## src/rtl/actuator_guard_if.sv

```systemverilog
// actuator_guard_if: request/interlock inputs and actuator drive outputs of the actuator guard.
interface actuator_guard_if;
    logic ena;
    logic req_fill;
    logic req_release;
    logic req_forward;
    logic req_reverse;
    logic door_closed;
    logic estop;
    logic clear_fault;
    logic out_fill;
    logic out_release;
    logic out_forward;
    logic out_reverse;
    logic busy;
    logic [2:0] fault;
    modport master (
        output ena, req_fill, req_release, req_forward, req_reverse, door_closed, estop, clear_fault,
        input  out_fill, out_release, out_forward, out_reverse, busy, fault
    );
    modport slave (
        input  ena, req_fill, req_release, req_forward, req_reverse, door_closed, estop, clear_fault,
        output out_fill, out_release, out_forward, out_reverse, busy, fault
    );
endinterface

```

## src/rtl/actuator_guard.sv

```systemverilog
// actuator_guard: interlocks motor direction and fill/release valves with dead time, gaps and sticky faults.
module actuator_guard #(
    parameter int DEADTIME  = 8,
    parameter int VALVE_GAP = 2
) (
    input logic clk,
    input logic rst,
    actuator_guard_if.slave bus
);
    typedef enum logic [1:0] {M_IDLE, M_FWD, M_REV, M_BRAKE} m_state_t;
    typedef enum logic [1:0] {V_CLOSED, V_FILL, V_RELEASE, V_GAP} v_state_t;
    localparam logic [7:0] DT_LOAD  = 8'(DEADTIME - 1);
    localparam logic [7:0] GAP_LOAD = 8'(VALVE_GAP - 1);
    m_state_t m_state, m_nxt;
    v_state_t v_state, v_nxt;
    logic [7:0] m_cnt, m_cnt_nxt, v_cnt, v_cnt_nxt;
    logic ok, fwd_ok, rev_ok, fill_ok, rel_ok;
    logic [2:0] f_set;
    assign ok      = bus.ena & ~bus.estop;
    assign fwd_ok  = bus.req_forward & ~bus.req_reverse & bus.door_closed & ok;
    assign rev_ok  = bus.req_reverse & ~bus.req_forward & bus.door_closed & ok;
    assign fill_ok = bus.req_fill & ~bus.req_release & bus.door_closed & ok;
    assign rel_ok  = bus.req_release & ok;
    assign f_set   = {~bus.door_closed & (m_state == M_FWD || m_state == M_REV),
                      bus.req_forward & bus.req_reverse, bus.estop};
    always_comb begin
        m_nxt     = m_state;
        m_cnt_nxt = m_cnt;
        v_nxt     = v_state;
        v_cnt_nxt = v_cnt;
        // estop restarts the full dead time even from mid-brake
        if (bus.estop) begin
            m_nxt     = M_BRAKE;
            m_cnt_nxt = DT_LOAD;
        end else begin
            case (m_state)
                M_IDLE:  m_nxt = fwd_ok ? M_FWD : rev_ok ? M_REV : M_IDLE;
                M_FWD:   if (!fwd_ok) begin m_nxt = M_BRAKE; m_cnt_nxt = DT_LOAD; end
                M_REV:   if (!rev_ok) begin m_nxt = M_BRAKE; m_cnt_nxt = DT_LOAD; end
                M_BRAKE: begin
                    m_nxt     = (m_cnt == 8'd0) ? M_IDLE : M_BRAKE;
                    m_cnt_nxt = (m_cnt == 8'd0) ? 8'd0 : m_cnt - 8'd1;
                end
            endcase
        end
        if (bus.estop) begin
            v_nxt     = V_CLOSED;
            v_cnt_nxt = 8'd0;
        end else begin
            case (v_state)
                V_CLOSED:  v_nxt = rel_ok ? V_RELEASE : fill_ok ? V_FILL : V_CLOSED;
                V_FILL:    if (!fill_ok) begin v_nxt = V_GAP; v_cnt_nxt = GAP_LOAD; end
                V_RELEASE: if (!rel_ok) begin v_nxt = V_GAP; v_cnt_nxt = GAP_LOAD; end
                V_GAP: begin
                    v_nxt     = (v_cnt == 8'd0) ? V_CLOSED : V_GAP;
                    v_cnt_nxt = (v_cnt == 8'd0) ? 8'd0 : v_cnt - 8'd1;
                end
            endcase
        end
    end
    always_ff @(posedge clk) begin
        if (rst) begin
            m_state         <= M_IDLE;
            v_state         <= V_CLOSED;
            m_cnt           <= 8'd0;
            v_cnt           <= 8'd0;
            bus.out_forward <= 1'b0;
            bus.out_reverse <= 1'b0;
            bus.out_fill    <= 1'b0;
            bus.out_release <= 1'b0;
            bus.busy        <= 1'b0;
            bus.fault       <= 3'b000;
        end else begin
            m_state         <= m_nxt;
            v_state         <= v_nxt;
            m_cnt           <= m_cnt_nxt;
            v_cnt           <= v_cnt_nxt;
            bus.out_forward <= m_nxt == M_FWD;
            bus.out_reverse <= m_nxt == M_REV;
            bus.out_fill    <= v_nxt == V_FILL;
            bus.out_release <= v_nxt == V_RELEASE;
            bus.busy        <= (m_nxt == M_BRAKE) || (v_nxt == V_GAP);
            bus.fault       <= (bus.clear_fault ? 3'b000 : bus.fault) | f_set;
        end
    end
endmodule

```

## src/flat_wrapper.sv

```systemverilog
// flat-port wrapper written by rule: the top's interface ports become plain ports
module actuator_guard_flat 
#(
    parameter int DEADTIME  = 8,
    parameter int VALVE_GAP = 2
)
  (clk, rst, bus_ena, bus_req_fill, bus_req_release, bus_req_forward, bus_req_reverse, bus_door_closed, bus_estop, bus_clear_fault, bus_out_fill, bus_out_release, bus_out_forward, bus_out_reverse, bus_busy, bus_fault);
  actuator_guard_if bus_i ();
  input logic clk;
  input logic rst;
  input wire logic [$bits(bus_i.ena)-1:0] bus_ena;
  input wire logic [$bits(bus_i.req_fill)-1:0] bus_req_fill;
  input wire logic [$bits(bus_i.req_release)-1:0] bus_req_release;
  input wire logic [$bits(bus_i.req_forward)-1:0] bus_req_forward;
  input wire logic [$bits(bus_i.req_reverse)-1:0] bus_req_reverse;
  input wire logic [$bits(bus_i.door_closed)-1:0] bus_door_closed;
  input wire logic [$bits(bus_i.estop)-1:0] bus_estop;
  input wire logic [$bits(bus_i.clear_fault)-1:0] bus_clear_fault;
  output wire logic [$bits(bus_i.out_fill)-1:0] bus_out_fill;
  output wire logic [$bits(bus_i.out_release)-1:0] bus_out_release;
  output wire logic [$bits(bus_i.out_forward)-1:0] bus_out_forward;
  output wire logic [$bits(bus_i.out_reverse)-1:0] bus_out_reverse;
  output wire logic [$bits(bus_i.busy)-1:0] bus_busy;
  output wire logic [$bits(bus_i.fault)-1:0] bus_fault;
  assign bus_i.ena = bus_ena;
  assign bus_i.req_fill = bus_req_fill;
  assign bus_i.req_release = bus_req_release;
  assign bus_i.req_forward = bus_req_forward;
  assign bus_i.req_reverse = bus_req_reverse;
  assign bus_i.door_closed = bus_door_closed;
  assign bus_i.estop = bus_estop;
  assign bus_i.clear_fault = bus_clear_fault;
  assign bus_out_fill = bus_i.out_fill;
  assign bus_out_release = bus_i.out_release;
  assign bus_out_forward = bus_i.out_forward;
  assign bus_out_reverse = bus_i.out_reverse;
  assign bus_busy = bus_i.busy;
  assign bus_fault = bus_i.fault;
  actuator_guard #(.DEADTIME(DEADTIME), .VALVE_GAP(VALVE_GAP)) u_core (.clk(clk), .rst(rst), .bus(bus_i));
endmodule
```

## config.mk

```make
export PLATFORM = sky130hd
export DESIGN_NAME = actuator_guard_flat
export DESIGN_NICKNAME = d
export VERILOG_FILES = /design/src/rtl/actuator_guard_if.sv /design/src/rtl/actuator_guard.sv /design/src/flat_wrapper.sv
export SDC_FILE = /design/constraint.sdc
export NUM_CORES = 1
export LEC_CHECK = 0
export BUFFER_PORTS_ARGS = -buffer_cell sky130_fd_sc_hd__buf_2
export CORE_AREA = 5 5 60 62
export DETAILED_ROUTE_END_ITERATION = 12
export DIE_AREA = 0 0 65 67
export GPL_ROUTABILITY_DRIVEN = 1
export PLACE_DENSITY = 0.72
export SKIP_CTS_REPAIR_TIMING = 1
export SYNTH_ARGS = -nofsm -noshare
export SYNTH_HDL_FRONTEND = slang
export SYNTH_SLANG_ARGS = --single-unit
```

## constraint.sdc

```tcl
create_clock -name clk -period 1.8 [get_ports clk]
set_input_delay 0.18 -clock clk [delete_from_list [all_inputs] [get_ports clk]]
set_output_delay 0.18 -clock clk [all_outputs]
set_load 0.02 [all_outputs]
```

==> results.md <==
- 0.707 — Relative slew margins
- 2040 ps — required time reported for the critical path endpoint
- sky130_fd_sc_hd__clkbuf_4 — clock root cell
- or4_4, o41ai_4, a32o_2, o221ai_2, nor2b_2 — series of cell instances along the critical path
- -2.62 ps — final worst-path setup slack
- 396 uW — total net switching power
- flip-flop — CP Capture Type
- sky130_fd_sc_hd__or4_4 — slowest CP cell
- 16.6% — layout overhead on the synthesized area
- 1287 — DR vias
- 0 — total of max-cap violations
- 3150 um — DRT Wirelength
- 0.154 — combined global-route utilization of all metal layers
- 67 um — die boundary height
- 5360 um — first-pass GRT wire length
- 5.72 — post-DR vias/cell
- 4 — critical-path maximum fanout
- flip-flop — Critical Path Start Type
- 1.00 — final clock period utilization by the worst path
- 30 x sky130_fd_sc_hd__nor2_1, 28 x sky130_fd_sc_hd__dfxtp_1, 13 x sky130_fd_sc_hd__inv_1 — leading post-synthesis cells by instance count
- 0 — final hold violation count
- 863 sq um — multi-input combinational cell area
- 20 — Std-Cell Rows
- 3 — total clock buffers created by CTS
- 17 — count of input and output buffers
- -2.62 ps — Post-Route Setup TNS
- 169 — gate count of the mapped netlist
- yes — setup repair after global routing missed its margin
- 0 — diodes inserted
- finished with violations — status
- 2040 ps — Worst Path Arrival
- 555 MHz — achievable frequency
- 0.281 — switching part of the total
- 18 — Ports
- 1 — total of endpoints with negative setup slack in the final report
- 65 um — die boundary width
- 0.383 — proportion of netlist area held by the largest area contributor
- 0 — EDFF count, synth
- 187 — nets in the synthesized netlist
- 0.383 — sequential fraction of the synthesis area
- sky130_fd_sc_hd__dfxtp_1 — main flop type after synthesis
- 2980 sq um — core region area
- 2 — Max Buffers Root-to-Sink
- 17 — largest net degree at the start of global routing
- 0.486 — sequential cell fraction of total power
- 4.54 ps — worst clock skew
- 42 — number of distinct library cell variants in the gate-level netlist after synthesis
- 0 — total of warnings raised by yosys
- 0 — Post-route DRC
- sky130_fd_sc_hd__nor2_1 — most frequent cell after synthesis
- 0.492 — Starting Density
- 0 — number of antenna violations at the first check in global routing
- 564 sq um — Seq. cell area
- 14.0 um — average routed wire per standard cell
- 28 — #FFs+latches synth
- 89 — Starting DRT DRC Count
- 0 — number of nets with antenna violations after detailed routing
- 1800 ps — Final Critical Period
- 0 — proportion of register bits with asynchronous set or reset after synthesis
- 1 — H-tree depth
- 28 — Clock Sinks
- 244 — Layout fillers
- 4360 sq um — overall die area
- in -> reg — worst min-delay path category
- 1470 sq um — post-synthesis instance area
- 1020 uW — cell-internal power
- 0.224 — fraction of final layout cells with drive strength greater than 1
- 211 — Final Net Count
- 0.574 — post-layout utilization of the core
- built — clock tree from TritonCTS
- simple AND/OR/NAND/NOR gates — family with the most delay on the worst path
- 0.222 — relative contribution of combinational cells to total power
- 827 nW/um^2 — P per Cell Area
- 1270 — vias in the first global route
- 436 ps — measured slew at the worst slew-check pin
- reg -> reg — critical path start-end classification
- sky130_fd_sc_hd__dfxtp_1 38%, sky130_fd_sc_hd__nor2_1 7.7%, sky130_fd_sc_hd__ha_1 6.8% — leading cell types by total area after synthesis
- 0.000709 uW — LEAKAGE
- 560 ps — highest cell delay on the worst timing path
- 0 — remaining global-route overflow
- sky130_fd_sc_hd__dfxtp_1 — leading area contributor after synthesis
- 2350 um — Post-DP HPWL
- 0.292 — fraction of power consumed by the clock network
- setup timing — violated checks
- 0 — number of pins exceeding their max-slew limit in the final report
- 0.827 — weighted congestion at the end of routability-driven global placement
- 4 — detailed-router iteration count before antenna repair
- 0.000383 V — Peak supply drop
- 0 — Critical path buffers and inverters
- -3 ps — slack of the worst reg-to-reg path
- 8.67 sq um — Mean Syn Cell Area
- 150 ps — Clock Pin Slew Worst Setup and Hold Paths
- 330 ps — clock latency of the later-clocked register in the worst-skew pair
worst register-to-register path: cells and delay by family, from the launching register on:
family	cells	cell delay, ps
AO/OA/AOI/OAI	3	640
AND/OR/NAND/NOR	2	720
flip-flops	1	350
stage by stage:
stage / std cells / cell area (sq um) / setup WS, ps / hold slack [ps] / power [uW]
3_3_place_gp: 219 / 1600 / 54.5 / 469 / 981
4_1_cts: 223 / 1660 / 1.92 / 148 / 1410
3_5_place_dp: 219 / 1600 / 31.6 / 484 / 993
2_1_floorplan: 169 / 1470 / 73.0 / 257 / 912
6_report: 225 / 1710 / -2.62 / 167 / 1410
5_1_grt: 225 / 1710 / -51.0 / 171 / 1490
path summary, 6_finish.rpt:
| check | depth (start not counted) | from | to |
|---|---|---|---|
| worst max-delay path | 5 | u_core.m_cnt[3]$_SDFFE_PP0P_ | u_core.bus.busy$_SDFF_PP0_ |
| worst max register to register | 5 | u_core.m_cnt[3]$_SDFFE_PP0P_ | u_core.bus.busy$_SDFF_PP0_ |
| worst min register to register | 2 | u_core.m_cnt[1]$_SDFFE_PP0P_ | u_core.m_cnt[1]$_SDFFE_PP0P_ |
| worst min-delay path | 4 | bus_clear_fault | u_core.bus.fault[0]$_SDFF_PP0_ |
area by class of cell:
| cell class | count | share of cell area |
|---|---|---|
| Clock buffer | 3 | 0.0132 |
| Timing Repair Buffer | 24 | 0.0806 |
| Tap cell | 33 | 0.0242 |
| Sequential cell | 28 | 0.330 |
| Inverter | 13 | 0.0286 |
| Clock inverter | 1 | 0.0176 |
| Multi-Input combinational cell | 123 | 0.505 |
state kept, by name, summed over array words and instances, names as in the netlist:
| signal | flops |
|---|---|
| u_core.bus.out_reverse | 1 |
| u_core.bus.out_fill | 1 |
| u_core.bus.fault | 3 |
| u_core.m_cnt | 8 |
| u_core.bus.busy | 1 |
| u_core.bus.out_forward | 1 |
| u_core.m_state | 2 |
| u_core.bus.out_release | 1 |
| u_core.v_state | 2 |
| u_core.v_cnt | 8 |
layout by cell type (no fill, tap or decap), drive strengths merged, types with 4 or more instances in the layout:
master,instances
buf,24
xnor2,6
a21oi,9
nor4,4
o2111ai,5
o21ai,6
nor3,4
xor2,5
ha,8
nor2,30
inv,13
dfxtp,28
nand2,6
power groups by stage:
| stage | Sequential, uW | Combinational (uW) | Clock [uW] |
|---|---|---|---|
| floorplan | 706 | 206 | 0 |
| global placement | 696 | 284 | 0 |
| detailed placement | 698 | 295 | 0 |
| CTS | 685 | 298 | 426 |
| global route | 692 | 348 | 450 |
| finish | 686 | 313 | 413 |
cells by family after synthesis:
family                   after synthesis  share of synthesized area
flip-flops                            28                      0.383
AND/OR/NAND/NOR                       67                      0.235
AO/OA/AOI/OAI                         37                      0.197
adder cells (fa/ha/maj)                8                     0.0683
buffers and inverters                 18                     0.0512
XOR/XNOR                              11                     0.0658
routing by layer:
| metal | routed length (um) | track usage |
|---|---|---|
| met1 | 1530 | 0.202 |
| met2 | 1410 | 0.249 |
| met3 | 171 | 0.0320 |
| met4 | 29 | 0.0580 |
| met5 | 0 | 0 |
No activity file was read; power rests on OpenSTA's default activity.
